--- config.mk ---
export PLATFORM = sky130hd
export DESIGN_NAME = tictactoe_nxn
export DESIGN_NICKNAME = d
export VERILOG_FILES = /design/src/rtl/tictactoe_pkg.sv /design/src/rtl/tictactoe_win_scan.sv /design/src/rtl/tictactoe_nxn.sv
export SDC_FILE = /design/constraint.sdc
export NUM_CORES = 1
export LEC_CHECK = 0
export CAP_MARGIN = 20
export CORE_MARGIN = 2
export CORE_UTILIZATION = 45
export CTS_BUF_LIST = sky130_fd_sc_hd__clkbuf_8
export DETAILED_ROUTE_END_ITERATION = 8
export GPL_ROUTABILITY_DRIVEN = 0
export PLACE_DENSITY_LB_ADDON = 0.12
export SLEW_MARGIN = 20
export SYNTH_ARGS = -nofsm -noshare
export SYNTH_HDL_FRONTEND = slang
export SYNTH_SLANG_ARGS = --single-unit
--- constraint.sdc ---
create_clock -name clk -period 5.5 [get_ports clk]
set_input_delay 1.1 -clock clk [delete_from_list [all_inputs] [get_ports clk]]
set_output_delay 1.1 -clock clk [all_outputs]
set_load 0.05 [all_outputs]
--- src/rtl/tictactoe_pkg.sv ---
// Shared encodings for the NxN tic-tac-toe controller: FSM state codes, cell
// contents and result codes, plus a small turn-handover helper.
package tictactoe_pkg;

  typedef enum logic [3:0] {
    MENU    = 4'd0,
    PLAYERS = 4'd1,
    ORDER   = 4'd2,
    TURN_P1 = 4'd3,
    TURN_P2 = 4'd4,
    CHECK   = 4'd5,
    OVER    = 4'd6
  } state_t;

  localparam logic [1:0] CELL_EMPTY = 2'b00;
  localparam logic [1:0] CELL_P1    = 2'b01;
  localparam logic [1:0] CELL_P2    = 2'b10;

  localparam logic [1:0] WIN_NONE   = 2'b00;
  localparam logic [1:0] WIN_P1     = 2'b01;
  localparam logic [1:0] WIN_P2     = 2'b10;
  localparam logic [1:0] WIN_DRAW   = 2'b11;

  // The turn state belonging to the opponent of the player who just moved.
  function automatic state_t other_turn(input logic [1:0] mover);
    return (mover == CELL_P1) ? TURN_P2 : TURN_P1;
  endfunction

endpackage

--- src/rtl/tictactoe_win_scan.sv ---
// Combinational K-in-a-row test for runs starting at one board cell, looking
// right, down, down-right and down-left; runs that would leave the board never match.
module tictactoe_win_scan
  import tictactoe_pkg::*;
#(
  parameter int N = 3,
  parameter int K = 3
) (
  input  logic [1:0]               board [N:1][N:1],
  input  logic [$clog2(N*N)-1:0]   idx,
  input  logic [1:0]               player,
  output logic                     match
);

  logic [N*N-1:0] hit;

  for (genvar gr = 1; gr <= N; gr++) begin : g_row
    for (genvar gc = 1; gc <= N; gc++) begin : g_col
      logic [3:0] dir_hit;
      for (genvar gd = 0; gd < 4; gd++) begin : g_dir
        localparam int DR = (gd == 0) ? 0 : 1;
        localparam int DC = (gd == 0) ? 1 : (gd == 1) ? 0 : (gd == 2) ? 1 : -1;
        localparam int ER = gr + DR * (K - 1);
        localparam int EC = gc + DC * (K - 1);
        // Only directions whose last stone lands on the board are built at all.
        if (ER <= N && EC >= 1 && EC <= N) begin : g_in
          logic [K-1:0] eq;
          for (genvar gj = 0; gj < K; gj++) begin : g_run
            assign eq[gj] = (board[gr + DR * gj][gc + DC * gj] == player);
          end
          assign dir_hit[gd] = &eq;
        end else begin : g_out
          assign dir_hit[gd] = 1'b0;
        end
      end
      assign hit[(gr - 1) * N + gc - 1] = |dir_hit;
    end
  end

  assign match = hit[idx];

endmodule

--- src/rtl/tictactoe_nxn.sv ---
// NxN K-in-a-row game controller: menu FSM, button edge detection, cursor,
// turn timer with auto-move, optional machine opponent and a serial win scan.
module tictactoe_nxn
  import tictactoe_pkg::*;
#(
  parameter int N           = 3,
  parameter int K           = 3,
  parameter int TURN_CYCLES = 1000
) (
  input  logic                     clk,
  input  logic                     rst,
  input  logic                     select,
  input  logic                     move,
  input  logic                     orden,
  input  logic                     cant_player,
  output logic [1:0]               board [N:1][N:1],
  output logic [1:0]               winner,
  output logic [3:0]               estado,
  output logic [$clog2(N*N)-1:0]   cursor
);

  localparam int CELLS = N * N;
  localparam int IW    = $clog2(CELLS);
  localparam int MW    = $clog2(CELLS + 1);
  localparam int TW    = $clog2(TURN_CYCLES + 1);

  state_t          state_r, state_nx;
  logic            sel_d_r, mov_d_r, humans_r;
  logic [MW-1:0]   moves_r;
  logic [TW-1:0]   timer_r;
  logic [IW-1:0]   scan_idx_r;
  logic [1:0]      mover_r;

  logic            sel_edge_s, mov_edge_s, in_turn_s, machine_s, match_s;
  logic [CELLS-1:0] occ_s;
  logic [IW-1:0]   low_empty_s, place_idx_s;
  logic [1:0]      cur_code_s;
  logic            place_s, adv_s, clear_s, latch_players_s, win_s, draw_s;

  assign sel_edge_s = select & ~sel_d_r;
  assign mov_edge_s = move & ~mov_d_r;
  assign in_turn_s  = (state_r == TURN_P1) || (state_r == TURN_P2);
  assign machine_s  = (state_r == TURN_P2) && !humans_r;
  assign cur_code_s = (state_r == TURN_P2) ? CELL_P2 : CELL_P1;
  assign estado     = state_r;

  for (genvar gr = 1; gr <= N; gr++) begin : g_occ_row
    for (genvar gc = 1; gc <= N; gc++) begin : g_occ_col
      assign occ_s[(gr - 1) * N + gc - 1] = (board[gr][gc] != CELL_EMPTY);
    end
  end

  // Priority encoder: lowest-index empty cell, used by auto and machine moves.
  always_comb begin
    low_empty_s = {IW{1'b0}};
    for (int i = CELLS - 1; i >= 0; i--) begin
      low_empty_s = occ_s[i] ? low_empty_s : IW'(i);
    end
  end

  tictactoe_win_scan #(.N(N), .K(K)) u_scan (
    .board  (board),
    .idx    (scan_idx_r),
    .player (mover_r),
    .match  (match_s)
  );

  // Next-state and per-cycle control strobes.
  always_comb begin
    state_nx        = state_r;
    place_s         = 1'b0;
    place_idx_s     = cursor;
    adv_s           = 1'b0;
    clear_s         = 1'b0;
    latch_players_s = 1'b0;
    win_s           = 1'b0;
    draw_s          = 1'b0;
    case (state_r)
      MENU: begin
        if (sel_edge_s) state_nx = PLAYERS;
        else            state_nx = MENU;
      end
      PLAYERS: begin
        if (sel_edge_s) begin
          latch_players_s = 1'b1;
          state_nx        = ORDER;
        end else begin
          state_nx = PLAYERS;
        end
      end
      ORDER: begin
        // orden is consumed here; the chosen TURN state is its latched form.
        if (sel_edge_s) state_nx = orden ? TURN_P2 : TURN_P1;
        else            state_nx = ORDER;
      end
      TURN_P1, TURN_P2: begin
        if (machine_s) begin
          if (timer_r == TW'(1)) begin
            place_s     = 1'b1;
            place_idx_s = low_empty_s;
          end else begin
            place_s = 1'b0;
          end
        end else if (sel_edge_s && !occ_s[cursor]) begin
          place_s     = 1'b1;
          place_idx_s = cursor;
        end else if (timer_r == TW'(TURN_CYCLES - 1)) begin
          place_s     = 1'b1;
          place_idx_s = low_empty_s;
        end else begin
          // A select in the same cycle pins the cursor, even when it is ignored.
          adv_s = mov_edge_s && !sel_edge_s;
        end
        if (place_s) state_nx = CHECK;
        else         state_nx = state_r;
      end
      CHECK: begin
        if (match_s) begin
          win_s    = 1'b1;
          state_nx = OVER;
        end else if (scan_idx_r == IW'(CELLS - 1)) begin
          if (moves_r == MW'(CELLS)) begin
            draw_s   = 1'b1;
            state_nx = OVER;
          end else begin
            state_nx = other_turn(mover_r);
          end
        end else begin
          state_nx = CHECK;
        end
      end
      OVER: begin
        if (sel_edge_s) begin
          clear_s  = 1'b1;
          state_nx = MENU;
        end else begin
          state_nx = OVER;
        end
      end
      default: state_nx = MENU;
    endcase
  end

  // State register.
  always_ff @(posedge clk or posedge rst) begin
    if (rst) state_r <= MENU;
    else     state_r <= state_nx;
  end

  // Button history, game mode, cursor, timer, move counter and scan pointer.
  always_ff @(posedge clk or posedge rst) begin
    if (rst) begin
      sel_d_r    <= 1'b0;
      mov_d_r    <= 1'b0;
      humans_r   <= 1'b0;
      cursor     <= {IW{1'b0}};
      timer_r    <= {TW{1'b0}};
      moves_r    <= {MW{1'b0}};
      scan_idx_r <= {IW{1'b0}};
      mover_r    <= CELL_EMPTY;
      winner     <= WIN_NONE;
    end else begin
      sel_d_r <= select;
      mov_d_r <= move;
      if (latch_players_s) humans_r <= cant_player;
      if (clear_s)         cursor <= {IW{1'b0}};
      else if (adv_s)      cursor <= (cursor == IW'(CELLS - 1)) ? {IW{1'b0}} : cursor + IW'(1);
      timer_r <= in_turn_s ? timer_r + TW'(1) : {TW{1'b0}};
      if (clear_s)         moves_r <= {MW{1'b0}};
      else if (place_s)    moves_r <= moves_r + MW'(1);
      if (place_s) begin
        mover_r    <= cur_code_s;
        scan_idx_r <= {IW{1'b0}};
      end else if (state_r == CHECK) begin
        scan_idx_r <= scan_idx_r + IW'(1);
      end
      if (clear_s)         winner <= WIN_NONE;
      else if (win_s)      winner <= mover_r;
      else if (draw_s)     winner <= WIN_DRAW;
    end
  end

  // Board storage: single-cell writes on placement, bulk clear on leaving OVER.
  always_ff @(posedge clk or posedge rst) begin
    if (rst) begin
      for (int r = 1; r <= N; r++) begin
        for (int c = 1; c <= N; c++) begin
          board[r][c] <= CELL_EMPTY;
        end
      end
    end else begin
      for (int r = 1; r <= N; r++) begin
        for (int c = 1; c <= N; c++) begin
          if (clear_s)
            board[r][c] <= CELL_EMPTY;
          else if (place_s && place_idx_s == IW'((r - 1) * N + c - 1))
            board[r][c] <= cur_code_s;
        end
      end
    end
  end

endmodule

# After elaboration in Yosys (flattened, before gate mapping)
# Index checks and enable logic that the tools add are counted.
[totals]
input_bits = 6
regBits = 51
elab_cells = 188
[op_classes]
magnitude_cmp = 2
add_sub_neg = 4
bitwise_logic = 4
reduce_logical = 51
mux = 78
n_eq_ne = 30
[op_table]
columns = ["op", "n"]
rows = [
  ["$mux W4", 24],
  ["$mux W2", 23],
  ["$reduce_bool A2 Y1", 21],
  ["$eq A4 B3 Y1 const B", 7],
  ["$pmux W4 S6", 1],
  ["$reduce_and A3 Y1", 8],
  ["$mux W1", 22],
  ["$eq A2 B2 Y1", 9],
  ["$eq A4 B2 Y1 const B", 4],
  ["$eq A4 B4 Y1 const B", 4],
  ["$mux W3", 5],
  ["$add A4 B1 Y4 const B", 3],
  ["$logic_and A1 B1 Y1", 12],
  ["$add A10 B1 Y10 const B", 1],
  ["$eq A10 B1 Y1 const B", 1],
  ["$eq A10 B10 Y1 const B", 1],
  ["$lt A4 B5 Y1 const B", 2],
  ["$mux W10", 1],
  ["$bmux W1 S4", 2],
  ["$eq A4 B1 Y1 const B", 2],
  ["$logic_not A4 Y1", 2],
  ["$reduce_or A2 Y1", 2],
  ["$logic_not A1 Y1", 3],
  ["$reduce_bool A3 Y1", 1],
  ["other kinds (6)", 8],
]

# Longest topological paths before layout
# Gate-level depths: netlist of run 1.
[depth]
depth_word = 18
mapped_depth = 10
depth_no_buf = 10

# Modules after synthesis
# A second synthesis of run 1 with hierarchy kept.
[unflattened]
hier_cells = 386
area_unflattened_um2 = 3373.2
[by_module_without_submodules]
columns = ["mod", "area_per_inst_um2", "cells_per_inst", "instances", "seq_area_each_um2"]
rows = [
  ["tictactoe_nxn", 2979.1, 327, 1, 1251.2],
  ["tictactoe_win_scan", 394.1, 59, 1, 0.0],
]

# Least setup slack after synthesis of run 1
# OpenSTA, ideal clock, no wires.
[synth_timing]
kind = "register to register"
startpoint = "register cursor[1]"
endpoint = "register board[1] (netlist name)"
t_arrival_ns = 2.988
setup_slack_ns = 2.390
path_stages_with_launch = 10
setup_time_ns = 0.122
required_time_ns = 5.378
path_cell_list = "dfrtp_1 buf_4 inv_2 mux4_2 and3_1 or3_4 nand2_1 mux2i_1 nand4_1 a32o_1"
[synth_between]
elab_chain_len = 10
elab_cells_between_ends = 16
cone_classes = "mux: 11; reduce/logical: 5"
[synth_lines]
columns = ["item", "line_no", "text"]
rows = [
  ["from (decl)", "tictactoe_nxn.sv:19", "output logic [$clog2(N*N)-1:0] cursor"],
  ["from (signal assigned)", "tictactoe_nxn.sv:156", "cursor <= {IW{1'b0}};"],
  ["from (signal assigned)", "tictactoe_nxn.sv:166", "if (clear_s) cursor <= {IW{1'b0}};"],
  ["from (signal assigned)", "tictactoe_nxn.sv:167", "else if (adv_s) cursor <= (cursor == IW'(CELLS - 1)) ? {IW{1'b0}} : cursor + IW'(1);"],
  ["$bmux W1 S4", "tictactoe_nxn.sv:104", "end else if (sel_edge_s && !occ_s[cursor]) begin"],
  ["$mux W1 (not written as such)", "tictactoe_nxn.sv:104", ""],
  ["$logic_not A1 Y1", "tictactoe_nxn.sv:104", ""],
  ["$logic_and A1 B1 Y1", "tictactoe_nxn.sv:104", ""],
  ["$mux W4 / $mux W1 (equally long branches)", "tictactoe_nxn.sv:104", ""],
  ["$mux W4 / $mux W1 (equally long branches)", "tictactoe_nxn.sv:97", "if (machine_s) begin"],
  ["$mux W4 / $mux W1 (equally long branches)", "tictactoe_nxn.sv:78", "case (state_r)"],
  ["$logic_not A4 Y1 / $mux W1 (equally long branches)", "tictactoe_nxn.sv:196, tictactoe_nxn.sv:78", ""],
  ["$logic_and A1 B1 Y1 *", "tictactoe_nxn.sv:196", "else if (place_s && place_idx_s == IW'((r - 1) * N + c - 1))"],
  ["$reduce_bool A2 Y1 (no source line) *", "--", ""],
]
# Every way passes the cells marked *; elsewhere a longest branch is shown, timed or not. The select of a mux whose other input is x is not followed.
# A chain may end at the register's enable or synchronous reset.

# Final worst setup path of run 1
[layout_timing]
startpoint = "input port select"
endpoint = "register board[12] (netlist name)"
[layout_between]
elab_chain_len = 8
elab_cells_between_ends = 15
cone_classes = "eq/ne: 1; mux: 10; bitwise: 1; reduce/logical: 3"
[layout_lines]
columns = ["item", "line_no", "text"]
rows = [
  ["from (decl)", "tictactoe_nxn.sv:12", "input logic select,"],
  ["$and A1 B1 Y1 *", "tictactoe_nxn.sv:40", "assign sel_edge_s = select & ~sel_d_r;"],
  ["$logic_and A1 B1 Y1", "tictactoe_nxn.sv:104", ""],
  ["$mux W4 / $mux W1 (equally long branches)", "tictactoe_nxn.sv:104", ""],
  ["$mux W4 / $mux W1 (equally long branches)", "tictactoe_nxn.sv:97", ""],
  ["$mux W4 / $mux W1 (equally long branches)", "tictactoe_nxn.sv:78", ""],
  ["$eq A4 B3 Y1 / $mux W1 (equally long branches)", "tictactoe_nxn.sv:196, tictactoe_nxn.sv:78", ""],
  ["$logic_and A1 B1 Y1", "tictactoe_nxn.sv:196", ""],
  ["$reduce_bool A2 Y1 (no source line)", "--", ""],
]
# Marks and branches as above.

==> results of run 1 <==
[logic make-up after synthesis]
group                    share of synthesized area (%)
XOR/XNOR                                          5.14
AO/OA/AOI/OAI                                     19.9
flip-flops                                        36.7
buffers and inverters                             4.37
AND/OR/NAND/NOR                                   28.3
adder cells (fa/ha/maj)                           2.94
multiplexers                                      2.50
other                                            0.110
[report_power, final]
| part | internal [mW] | switching [mW] |
|---|---|---|
| Sequential | 0.457 | 0.216 |
| Clock | 0.0897 | 0.127 |
| Combinational | 0.387 | 0.590 |
| Total | 0.933 | 0.933 |
[per-layer routing]
layer / track usage [%] / share of wire (%) / wire (µm) / vias to the layer above
met5: 0 / 0 / 0 / -
met4: 6.31 / 1.8 / 165 / 0
met3: 2.82 / 5.2 / 470 / 13
met2: 36.7 / 47 / 4230 / 83
met1: 31.2 / 46 / 4110 / 1467
li1: - / - / - / 1464
[synthesized netlist by cell type, types with 5 or more instances]
cell type	number
sky130_fd_sc_hd__a21oi_1	10
sky130_fd_sc_hd__a22o_1	9
sky130_fd_sc_hd__a31oi_1	5
sky130_fd_sc_hd__and2_1	5
sky130_fd_sc_hd__and3_1	22
sky130_fd_sc_hd__clkbuf_1	17
sky130_fd_sc_hd__dfrtp_1	50
sky130_fd_sc_hd__ha_1	8
sky130_fd_sc_hd__inv_1	15
sky130_fd_sc_hd__nand2_1	18
sky130_fd_sc_hd__nand3_1	10
sky130_fd_sc_hd__nand4_1	10
sky130_fd_sc_hd__nor2_1	43
sky130_fd_sc_hd__nor3_1	24
sky130_fd_sc_hd__o21ai_0	11
sky130_fd_sc_hd__o22ai_1	10
sky130_fd_sc_hd__xnor2_1	11
sky130_fd_sc_hd__xor2_1	9
[per-stage QoR]
stage	hold slack [ns]	utilization (%)	setup slack [ns]
after global routing	0.560	53.0	1.52
final	0.535	53.0	1.78
after floorplan	0.481	-	2.39
after CTS	0.536	52.9	1.81
after global placement	0.508	51.7	1.59
after detailed placement	0.523	51.7	1.50
[worst max-delay path: stages]
cell                              delay, ns
sky130_fd_sc_hd__clkdlybuf4s50_1       0.49
sky130_fd_sc_hd__nand2b_1              0.17
sky130_fd_sc_hd__a41o_1                0.34
sky130_fd_sc_hd__a22o_1                0.23
sky130_fd_sc_hd__nor3_2                0.68
sky130_fd_sc_hd__nand2_1               0.38
sky130_fd_sc_hd__nor2_2                0.35
sky130_fd_sc_hd__a311oi_1              0.14
[registers in the layout, summed over array words and instances (netlist names)]
signal,cells
board,18
timer_r,10
cursor,4
moves_r,4
scan_idx_r,4
estado,3
mover_r,2
winner,2
humans_r,1
mov_d_r,1
sel_d_r,1
[cell usage in the layout (no fill, tap or decap), types with 5 or more instances in the layout]
cell and count:
sky130_fd_sc_hd__and2_1 5, sky130_fd_sc_hd__a22o_1 9, sky130_fd_sc_hd__xnor2_1 11, sky130_fd_sc_hd__nor3_1 24, sky130_fd_sc_hd__ha_1 8, sky130_fd_sc_hd__nand4_1 10
sky130_fd_sc_hd__dfrtp_1 50, sky130_fd_sc_hd__o21ai_0 11, sky130_fd_sc_hd__a21oi_1 10, sky130_fd_sc_hd__xor2_1 9, sky130_fd_sc_hd__nand2_1 18, sky130_fd_sc_hd__nand3_1 10
sky130_fd_sc_hd__nor2_1 43, sky130_fd_sc_hd__and3_1 22, sky130_fd_sc_hd__clkdlybuf4s50_1 32, sky130_fd_sc_hd__inv_1 14, sky130_fd_sc_hd__clkbuf_8 5, sky130_fd_sc_hd__a31oi_1 5
sky130_fd_sc_hd__o22ai_1 10
[worst paths after layout]
check / end / slack (ns) / cells after the start
min in group asynchronous: timer_r[3]$_DFF_PP0_ / 1.26 / 2
min: timer_r[0]$_DFF_PP0_ / 0.53 / 1
max: board[12]$_DFFE_PP0P_ / 1.78 / 8
max reg2reg: board[12]$_DFFE_PP0P_ / 1.96 / 8
max in group asynchronous: moves_r[0]$_DFFE_PP0P_ / 3.74 / 2
min reg2reg: timer_r[0]$_DFF_PP0_ / 0.53 / 1
[layout make-up]
class	instances	share of cell area [%]
Multi-Input combinational cell	295	52.0
Sequential cell	50	32.4
Timing Repair Buffer	33	8.49
Tap cell	99	3.21
Clock buffer	5	1.78
Inverter	16	1.59
Clock inverter	3	0.551
==> reports/results.tsv, run 1 <==
metric	value	unit
die_area	8280	µm²
rsz0062_at_grt	false	
synth-main-ff-cell	sky130_fd_sc_hd__dfrtp_1	
port_buffers	32	
finish.net_count	415	
hold_path.startpoint	timer_r[0]$_DFF_PP0_	
floorplan.rows	31	
finalCriticalPeriod	3.72	ns
buffer_levels_on_the_longest_clock_path	2	
timing.max_cap.violations	0	
timing_worst_setup_path_type	in2reg	
synth_async_sr_flop_share	100	%
timing.critical_path.arrival	3.89	ns
drive_gt1_share	8.71	%
fp.dieW	91.0	µm
stdcell_area	3860	µm²
multiInputGateArea	2010	µm²
period_share	67.7	%
timing.critical_path.fanout_max	15	
sequential_area	1250	µm²
layout.filler_cells	734	
post_cts.repair.setup_buffers	0	
cts.reportedPaths.clkPinSlew	0.10	ns
totalWireLength	8980	µm
yosysSeqAreaShare	36.7	%
num_io_pins	34	
dpl.cell_count	493	
critPathCaptureType	flip-flop	
grt_max_degree	51	
finalNonFillerCells	501	
slew_violations	0	
fp.coreArea	7290	µm²
drt_first_iter_violations	162	
first_global_vias	2879	
global_route.overflow_total	0	
timing.rr.start	timer_r[0]$_DFF_PP0_	
result_of_the_run	finished, final reports clean	
synth_edf_count	0	
post_cts_resize_count	0	
clock_skew	0.0114	ns
p_leak	1.62	nW
drt_pass1_iterations	4	
synth_top_area_share	36.7	%
vias_per_cell	6.04	
syn-instance-count	382	
power.density	483	nW/µm²
crit_required	5.66	ns
grt_first_pass_wirelength	15100	µm
post_drt_wl_per_cell	17.9	µm
synth.ff_latch_count	50	
design_power_total	1.87	mW
detailedPlacementHpwl	6450	µm
remaining_drc_errors	0	
numClockSinks	50	
antenna_found_initial	0	
syn-mean-instance-area	8.92	µm²
yosysUniqueCellTypes	71	
hold_buffers	0	
fmax	0.269	GHz
irDropWorstVdd	0.217	mV
placed_area	3770	µm²
worstMarginPinSlew	0.893	ns
worst_setup_path_start_kind	input pin	
timing.final.hold_violations	0	
cts_tree	done	
worst_hold_check_path_type	reg2reg	
htree_levels	2	
clock-root-buffer	sky130_fd_sc_hd__clkbuf_8	
syn_area	3410	µm²
cts-buffers-inserted	5	
antenna_cells	0	
floorplan.initialDensity	46.7	%
synth_nets	396	
clk-insertion-delay-late	0.30	ns
area_delta_synth_final	13.3	%
worstSetupStartpoint	select	
post_synth_main_area_contributors	sky130_fd_sc_hd__dfrtp_1, sky130_fd_sc_hd__nor2_1, sky130_fd_sc_hd__and3_1	
accumulated_negative_setup_slack	0	ns
antenna_violating_nets_left	0	
overall_via_count_from_detail_route	3027	
setup_viol	0	
netlist.top_cell.by_area	sky130_fd_sc_hd__dfrtp_1	
globalRouteTotalUtil	22.4	%
slew-limit-headroom	40.1	%
yosysWarningCount	0	
chipHeight	91.0	µm
Note: power is estimated with default switching activity, not from simulation.
==> run 2, diff against run 1 <==
Clock period 5.5 ns to 3.5 ns, I/O delays scaled along.
==> run 2 against run 1 <==
Against the previous run: global-route usage rose by 0.098 points; register-to-register slack lost 1.5 ns; combinational power up 67%; flip-flop and latch count stayed put; hold slack worse by 0.014 ns.
==> reports/results.tsv, run 2 (synthesis gave the netlist of run 1 again) <==
metric	value	unit
worstMarginPinSlew	0.866	ns
drt_pass1_iterations	5	
finalCriticalPeriod	3.00	ns
timing_worst_setup_path_type	reg2reg	
first_global_vias	3061	
period_share	85.7	%
post_cts_resize_count	0	
hold_buffers	0	
timing.final.hold_violations	0	
clock_skew	0.0141	ns
p_leak	1.70	nW
irDropWorstVdd	0.383	mV
biggestRegsByFlops	board: 18 flops, timer_r: 10 flops	
critPathCaptureType	flip-flop	
cts-buffers-inserted	5	
overall_via_count_from_detail_route	3124	
result_of_the_run	finished, final reports clean	
worst_setup_path_start_kind	flip-flop	
drt_first_iter_violations	238	
hold_slack	0.521	ns
fmax	0.334	GHz
slew_violations	0	
global_route.overflow_total	0	
timing.rr.end	board[9]$_DFFE_PP0P_	
globalRouteTotalUtil	22.5	%
post_drt_wl_per_cell	17.5	µm
r2r_slack	0.50	ns
power.density	763	nW/µm²
post_cts.repair.setup_buffers	0	
largest_register_ffs	18	
detailedPlacementHpwl	6560	µm
port_buffers	32	
cts.reportedPaths.clkPinSlew	0.09	ns
register_with_the_most_flip_flops	board	
worst_hold_check_path_type	reg2reg	
numClockSinks	50	
hold_path.startpoint	timer_r[0]$_DFF_PP0_	
clk-insertion-delay-late	0.31	ns
chipHeight	91.0	µm
setup_viol	0	
crit_required	3.75	ns
cts_tree	done	
timing.critical_path.arrival	3.24	ns
antenna_cells	0	
finish.net_count	429	
timing.critical_path.fanout_max	11	
rsz0062_at_grt	false	
grt_max_degree	51	
finalNonFillerCells	515	
grt_first_pass_wirelength	15100	µm
dpl_ws	0.313	ns
timing.max_cap.violations	0	
dpl.cell_count	507	
antenna_found_initial	0	
floorplan.rows	31	
die_area	8280	µm²
htree_levels	2	
layout_commonest_cell	sky130_fd_sc_hd__dfrtp_1	
timing.rr.start	cursor[1]$_DFFE_PP0P_	
area_delta_synth_final	17.0	%
totalWireLength	9040	µm
floorplan.initialDensity	46.7	%
fp.dieW	91.0	µm
ff2ff_path_depth	8	
drive_gt1_share	11.5	%
remaining_drc_errors	0	
antenna_violating_nets_left	0	
clock-root-buffer	sky130_fd_sc_hd__clkbuf_8	
buffer_levels_on_the_longest_clock_path	2	
design_power_total	3.04	mW
vias_per_cell	6.07	
fp.coreArea	7290	µm²
mostFrequentLayoutCells	sky130_fd_sc_hd__dfrtp_1, sky130_fd_sc_hd__nor2_1, sky130_fd_sc_hd__clkdlybuf4s50_1, sky130_fd_sc_hd__nor3_1, sky130_fd_sc_hd__and3_1	
slew-limit-headroom	42.2	%
end_of_the_worst_hold_path	timer_r[0]$_DFF_PP0_	
worst_hold_path.num_cells	1	
num_io_pins	34	
accumulated_negative_setup_slack	0	ns
postLayoutSetupSlackWorst	0.502	ns
==> run 2: critical path: stages (launching register included) <==
cell and delay (ns):
sky130_fd_sc_hd__dfrtp_1 0.54, sky130_fd_sc_hd__inv_2 0.16, sky130_fd_sc_hd__mux4_2 0.54, sky130_fd_sc_hd__and3_1 0.22, sky130_fd_sc_hd__or3_4 0.41, sky130_fd_sc_hd__nand2_1 0.16, sky130_fd_sc_hd__mux2_2 0.40, sky130_fd_sc_hd__nor2_2 0.29
sky130_fd_sc_hd__a32o_1 0.22
==> run 2: metrics by stage <==
stage	util, %	instance area (µm²)
floorplan	-	3410
global placement	53.1	3870
detailed placement	53.1	3870
CTS	54.7	3990
global route	54.7	3990
finish	54.7	3990
==> run 2: area by class of cell <==
type | instances | area, µm²
multi-input combinational | 295 | 2010
sequential | 50 | 1250
tap | 99 | 124
inverter | 16 | 61.3
fill | 690 | 3310
timing repair buffer | 47 | 433
clock inverter | 3 | 41.3
clock buffer | 5 | 68.8
==> run 2: metal layers <==
layer  global-route usage, %  up-vias  wire length, µm
met5                       0        -                0
met4                    9.34        0              253
met3                    3.57       24              444
met2                    37.3      101             4270
met1                    29.3     1504             4070
li1                        -     1495                -
==> run 2: where the power goes <==
part | internal, mW | switching, mW
Sequential | 0.719 | 0.293
Combinational | 0.648 | 0.977
Clock | 0.211 | 0.194
==> run 2: how the worst max path moves through the flow <==
stage,slack (ns),start,end,cells after the start
final,0.50,cursor[1]$_DFFE_PP0P_,board[9]$_DFFE_PP0P_,8
after global routing,0.33,cursor[1]$_DFFE_PP0P_,board[0]$_DFFE_PP0P_,8
after CTS,0.53,cursor[1]$_DFFE_PP0P_,board[12]$_DFFE_PP0P_,8
after detailed placement,0.31,select,board[12]$_DFFE_PP0P_,9
after global placement,0.38,select,board[12]$_DFFE_PP0P_,9
after floorplan,0.39,cursor[1]$_DFFE_PP0P_,board[1]$_DFFE_PP0P_,9
==> run 3, diff against run 2 <==
Settings changed: CTS_CLUSTER_DIAMETER set to 120.
==> results of run 3 <==
The final DEF is identical to that of run 2; final timing and power are the same.
